### config.mk
export PLATFORM = sky130hd
export DESIGN_NAME = spi_target_core
export DESIGN_NICKNAME = d
export VERILOG_FILES = /design/src/rtl/spi_pkg.sv /design/src/rtl/spi_pin_sync.sv /design/src/rtl/spi_target_core.sv
export SDC_FILE = /design/constraint.sdc
export NUM_CORES = 1
export LEC_CHECK = 0
export CAP_MARGIN = 20
export CORE_MARGIN = 1
export CORE_UTILIZATION = 35
export CTS_BUF_LIST = sky130_fd_sc_hd__clkbuf_4
export CTS_CLUSTER_DIAMETER = 30
export DETAILED_ROUTE_END_ITERATION = 8
export GPL_TIMING_DRIVEN = 0
export PLACE_DENSITY = 0.62
export SLEW_MARGIN = 20
export SYNTH_ARGS = -nofsm -noshare
export SYNTH_HDL_FRONTEND = slang
export SYNTH_HIERARCHICAL = 1
export SYNTH_SLANG_ARGS = --single-unit
### constraint.sdc
create_clock -name clk -period 1.55 [get_ports clk]
set_input_delay 0.3875 -clock clk [delete_from_list [all_inputs] [get_ports clk]]
set_output_delay 0.3875 -clock clk [all_outputs]
set_load 0.05 [all_outputs]
### src/rtl/spi_pkg.sv
// spi_pkg: shared state encoding, SPI mode struct and edge-role helper for the SPI target
package spi_pkg;
  typedef enum logic [1:0] {IDLE, LOAD, SHIFT} state_t;
  typedef struct packed {
    logic cpol;
    logic cpha;
  } mode_t;
  function automatic logic sample_is_leading(input logic cpha);
    return !cpha;
  endfunction
endpackage

### src/rtl/spi_pin_sync.sv
// spi_pin_sync: STAGES-flop synchroniser on din with rise/fall detection from one extra flop
module spi_pin_sync #(
  parameter int STAGES = 2,
  parameter logic RST_VAL = 1'b0
) (
  input  logic clk,
  input  logic rst,
  input  logic din,
  output logic dout,
  output logic rise,
  output logic fall
);
  logic [STAGES:0] sr;
  always_ff @(posedge clk) sr <= rst ? {(STAGES+1){RST_VAL}} : {sr[STAGES-1:0], din};
  assign dout = sr[STAGES-1];
  assign rise = sr[STAGES-1] & ~sr[STAGES];
  assign fall = ~sr[STAGES-1] & sr[STAGES];
endmodule

### src/rtl/spi_target_core.sv
// spi_target_core: oversampled SPI target, any CPOL/CPHA, DATA_W-bit words, one-entry TX staging
module spi_target_core import spi_pkg::*; #(
  parameter int DATA_W = 8,
  parameter bit CPOL = 1'b0,
  parameter bit CPHA = 1'b0,
  parameter bit MSB_FIRST = 1'b1,
  parameter int SYNC_STAGES = 2,
  parameter logic [DATA_W-1:0] TX_IDLE = '1
) (
  input  logic              clk,
  input  logic              rst,
  input  logic              sck_i,
  input  logic              cs_n_i,
  input  logic              mosi_i,
  output logic              miso_o,
  output logic              miso_oe,
  output logic [DATA_W-1:0] rx_data,
  output logic              rx_valid,
  input  logic [DATA_W-1:0] tx_data,
  input  logic              tx_valid,
  output logic              tx_ready,
  output logic              frame_err,
  output logic              tx_underrun,
  output logic              busy
);
  localparam int CW = $clog2(DATA_W + 1);
  localparam mode_t MODE = '{cpol: CPOL, cpha: CPHA};
  state_t state, state_nx;
  logic [CW-1:0] bit_cnt;
  logic [DATA_W-1:0] rx_sh, tx_sh, stage, rx_next, tx_adv, tx_ld;
  logic stage_full, skip, pend;
  logic sck_rise, sck_fall, cs_s, mosi_s, unused_sck_lvl;
  logic [1:0] unused_cs_edges, unused_mosi_edges;
  logic lead, trail, smp, shf, in_shift, done, ld, hs, tx_bit;
  spi_pin_sync #(.STAGES(SYNC_STAGES), .RST_VAL(CPOL)) u_sck (
    .clk(clk), .rst(rst), .din(sck_i), .dout(unused_sck_lvl), .rise(sck_rise), .fall(sck_fall));
  spi_pin_sync #(.STAGES(SYNC_STAGES), .RST_VAL(1'b1)) u_cs (
    .clk(clk), .rst(rst), .din(cs_n_i), .dout(cs_s), .rise(unused_cs_edges[1]), .fall(unused_cs_edges[0]));
  spi_pin_sync #(.STAGES(SYNC_STAGES), .RST_VAL(1'b0)) u_mosi (
    .clk(clk), .rst(rst), .din(mosi_i), .dout(mosi_s), .rise(unused_mosi_edges[1]), .fall(unused_mosi_edges[0]));
  assign lead = MODE.cpol ? sck_fall : sck_rise;
  assign trail = MODE.cpol ? sck_rise : sck_fall;
  assign smp = sample_is_leading(MODE.cpha) ? lead : trail;
  assign shf = sample_is_leading(MODE.cpha) ? trail : lead;
  assign in_shift = state == SHIFT && !cs_s;
  assign done = in_shift && smp && bit_cnt == CW'(DATA_W - 1);
  assign ld = state == LOAD || done;
  assign hs = tx_valid && tx_ready;
  assign tx_ready = !stage_full;
  assign busy = state != IDLE;
  assign miso_oe = !cs_s;
  assign rx_next = MSB_FIRST ? {rx_sh[DATA_W-2:0], mosi_s} : {mosi_s, rx_sh[DATA_W-1:1]};
  assign tx_adv = MSB_FIRST ? tx_sh << 1 : tx_sh >> 1;
  assign tx_ld = stage_full ? stage : TX_IDLE;
  assign tx_bit = MSB_FIRST ? tx_sh[DATA_W-1] : tx_sh[0];
  always_ff @(posedge clk) state <= rst ? IDLE : state_nx;
  always_comb begin
    state_nx = state;
    state_nx = (state == IDLE) ? (cs_s ? IDLE : LOAD) : (state == LOAD) ? SHIFT : (cs_s ? IDLE : SHIFT);
  end
  // skip: the first shift edge after a (re)load must keep the freshly loaded first bit on MISO.
  // pend: an empty reload only counts as underrun once the next word's first bit is actually sampled.
  always_ff @(posedge clk) begin
    if (rst) begin
      bit_cnt <= '0;
      rx_sh <= '0;
      tx_sh <= '0;
      stage <= '0;
      stage_full <= 1'b0;
      skip <= 1'b0;
      pend <= 1'b0;
      rx_data <= '0;
      rx_valid <= 1'b0;
      frame_err <= 1'b0;
      tx_underrun <= 1'b0;
      miso_o <= 1'b1;
    end else begin
      bit_cnt <= ld ? '0 : (in_shift && smp) ? bit_cnt + CW'(1) : bit_cnt;
      rx_sh <= (in_shift && smp) ? rx_next : rx_sh;
      tx_sh <= ld ? tx_ld : (in_shift && shf && !skip) ? tx_adv : tx_sh;
      skip <= (state == LOAD) ? MODE.cpha : done ? 1'b1 : (in_shift && shf) ? 1'b0 : skip;
      pend <= in_shift ? (done ? !stage_full : smp ? 1'b0 : pend) : 1'b0;
      stage <= hs ? tx_data : stage;
      stage_full <= hs ? 1'b1 : ld ? 1'b0 : stage_full;
      rx_data <= done ? rx_next : rx_data;
      rx_valid <= done;
      frame_err <= state == SHIFT && cs_s && bit_cnt != '0;
      tx_underrun <= (state == LOAD && !stage_full) || (in_shift && smp && pend);
      miso_o <= (state == SHIFT) ? tx_bit : 1'b1;
    end
  end
endmodule

==> flow_metrics.tcl <==
set metrics [dict create \
    setup_slack_ns -0.04087 \
    rsz0062_at_grt "yes" \
    drive_above_1_share_pct 19.92 \
    track_usage_pct 12.92 \
    max_freq_mhz 628.6 \
    antenna_left 0 \
    syn_to_final_growth_pct 27.04 \
    fin_crit_sh_pct 102.6 \
    worst_setup_hold_path_clk_slew_ns 0.13 \
    max_slew_margin_pct 67.40 \
    first_iter_violations 27 \
    rr_startpoint "u_sck/sr[1]" \
    fp.dieH_um 76.25 \
    syn_area_um2 1929 \
    p_per_area_nw_per_um2 931.4 \
    cts_tree "yes" \
    status "finished with violations" \
    syn_area_per_cell_um2 9.794 \
    grt_pass1_wl_mm 5.885 \
    dp_hpwl_mm 2.482 \
    p_leak_nw 0.9685 \
    fillCellCount 518 \
    io_pins 29 \
    worst_ep_arrival_time_ns 1.20 \
    setup_viol 1 \
    p_comb_share_pct 7.4 \
    netlist_instances 197 \
    holdPathEnd "u_cs/sr[1]" \
    drc_errors 0 \
    finalNonFillerCells 306 \
    numCtsBuffers 5 \
    maxCapViolations 0 \
    routed_via_density 4.572 \
    yosysWarningCount 6 \
    grt_pass1_vias 1280 \
    cts_root_buffer "clkbuf_4" \
    place_ws_ns -0.7256 \
    wl_per_cell_um 12.10 \
    io_buffers 28 \
    p_sw_share_pct 22.38 \
    endpoint_kind "primary output" \
    start_kind "flop" \
    fin_crit_ns 1.591 \
    whs_ns 0.4231 \
    cp_cell_sequence "or2_2 -> buf_6" \
    gp_congestion 0.7394 \
    dpl.cell_count 295 \
    core_area_um2 5205 \
    ir_drop_uv 395.8 \
    cpPeakStageDelay_ns 0.36 \
    hp-start "u_cs/sr[0]" \
    clock_sinks 51 \
    failed_checks "negative setup slack" \
    start_util_pct 37.07 \
    finalHoldViolCount 0 \
    wirelength_mm 3.704 \
    vias 1399 \
    skew_ns 0.006587 \
    rrSetupSlack_ns 0.05 \
    clkPwrFrac_pct 32.9 \
    h-tree-depth 2 \
    placed_area_um2 2297 \
    num_antenna_cells 0 \
    reg2reg_depth 6 \
    die_area_um2 5813 \
    worst_pin_slew_ns 0.4889 \
    internal_power_w 0.001772 \
    syn_nets 213 \
    timing.rr.end "bit_cnt[3]" \
    final_max_slew_viol_count 0 \
    hold_depth 1 \
    rows 26 \
    drt_pre_antenna_iters 4 \
    overflow 0 \
    critPathTopFamily "flip-flops" \
    cp.required_ns 1.16 \
    p_seq_share_pct 59.7 \
    switchingPower_w 0.0005108 \
    crit_buf_inv 1 \
    antenna_found_initial 0 \
    die_w_um 76.25 \
    final_nets 252 \
    holdCritPathClass "reg2reg" \
    cp_slowest_cell "dfxtp_2" \
    cts_max_path_buffers 2 \
    path_class "reg2out" \
    design_area_um2 2451 \
    path_max_fanout 5 \
    clk-insertion-delay-late_ns 0.36 \
    grt_max_degree 15 \
]
==> cells in the final DEF (no fill, tap or decap), drive strengths merged, types with 8 or more instances in the layout <==
cell type	count
dfxtp	51
nor2	31
nand2	24
mux2i	22
a21oi	13
clkdlybuf4s50	12
clkbuf	11
buf	11
clkdlybuf4s15	10
a211oi	8
nor2b	8
==> worst max path at each step <==
stage	start	end	slack, ns	cells after the start
3_5_place_dp	rst	rx_data[3]	-0.73	4
3_3_place_gp	rst	rx_data[3]	-0.72	4
2_1_floorplan	u_sck/sr[1]	bit_cnt[3]	0.15	6
6_report	state[0]	busy	-0.04	2
4_1_cts	state[1]	busy	-0.08	2
5_1_grt	state[1]	busy	-0.1	2
==> repair_timing <==
item,4_1_cts,5_1_grt
setup endpoints to repair,32,30
pin swaps,0,2
hold buffers,0,0
setup buffers,0,3
gates resized for setup,62,16
gates cloned,0,1
==> sequential cells by signal (all words and copies together) (netlist names) <==
name         count
state            2
stage_full       1
rx_sh            7
u_mosi/sr        2
rx_data          8
stage            8
miso_o           1
tx_sh            8
bit_cnt          4
frame_err        1
tx_underrun      1
pend             1
u_sck/sr         3
skip             1
u_cs/sr          2
rx_valid         1
==> metrics by stage <==
stage | total power [W] | utilization [%] | setup TNS [ns]
floorplan | 0.001481 | - | 0
CTS | 0.002300 | 46.08 | -0.07793
finish | 0.002283 | 47.09 | -0.04087
global placement | 0.001554 | 44.13 | -15.55
detailed placement | 0.001555 | 44.13 | -15.56
global route | 0.002383 | 47.09 | -0.1201
==> power groups by stage <==
stage / combinational [W] / clock, W / sequential (W)
after global placement: 0.000162 / 0 / 0.00139
after detailed placement: 0.000162 / 0 / 0.00139
final: 0.000169 / 0.000751 / 0.00136
after CTS: 0.000163 / 0.000774 / 0.00136
after floorplan: 0.0000909 / 0 / 0.00139
after global routing: 0.000185 / 0.000829 / 0.00137
==> cell type report <==
cell class	count	area [um2]	area share (%)
well taps	70	87.58	3.573
repair buffers	32	314.1	12.81
inverters	5	18.77	0.7657
multi-input cells	133	874.6	35.68
flip-flops and latches	51	1030	42.01
clock inverters	1	30.03	1.225
clock buffers	6	45.04	1.838
plain buffers	8	51.30	2.093
==> per-layer routing <==
layer / vias to the layer above / global-route usage [%] / routed length [um]
li1: 746 / - / -
met1: 630 / 16.39 / 1813
met2: 21 / 20.09 / 1720
met3: 2 / 4.671 / 146
met4: 0 / 4.615 / 23
met5: - / 0 / 0
No activity file was read; power rests on OpenSTA's default activity.
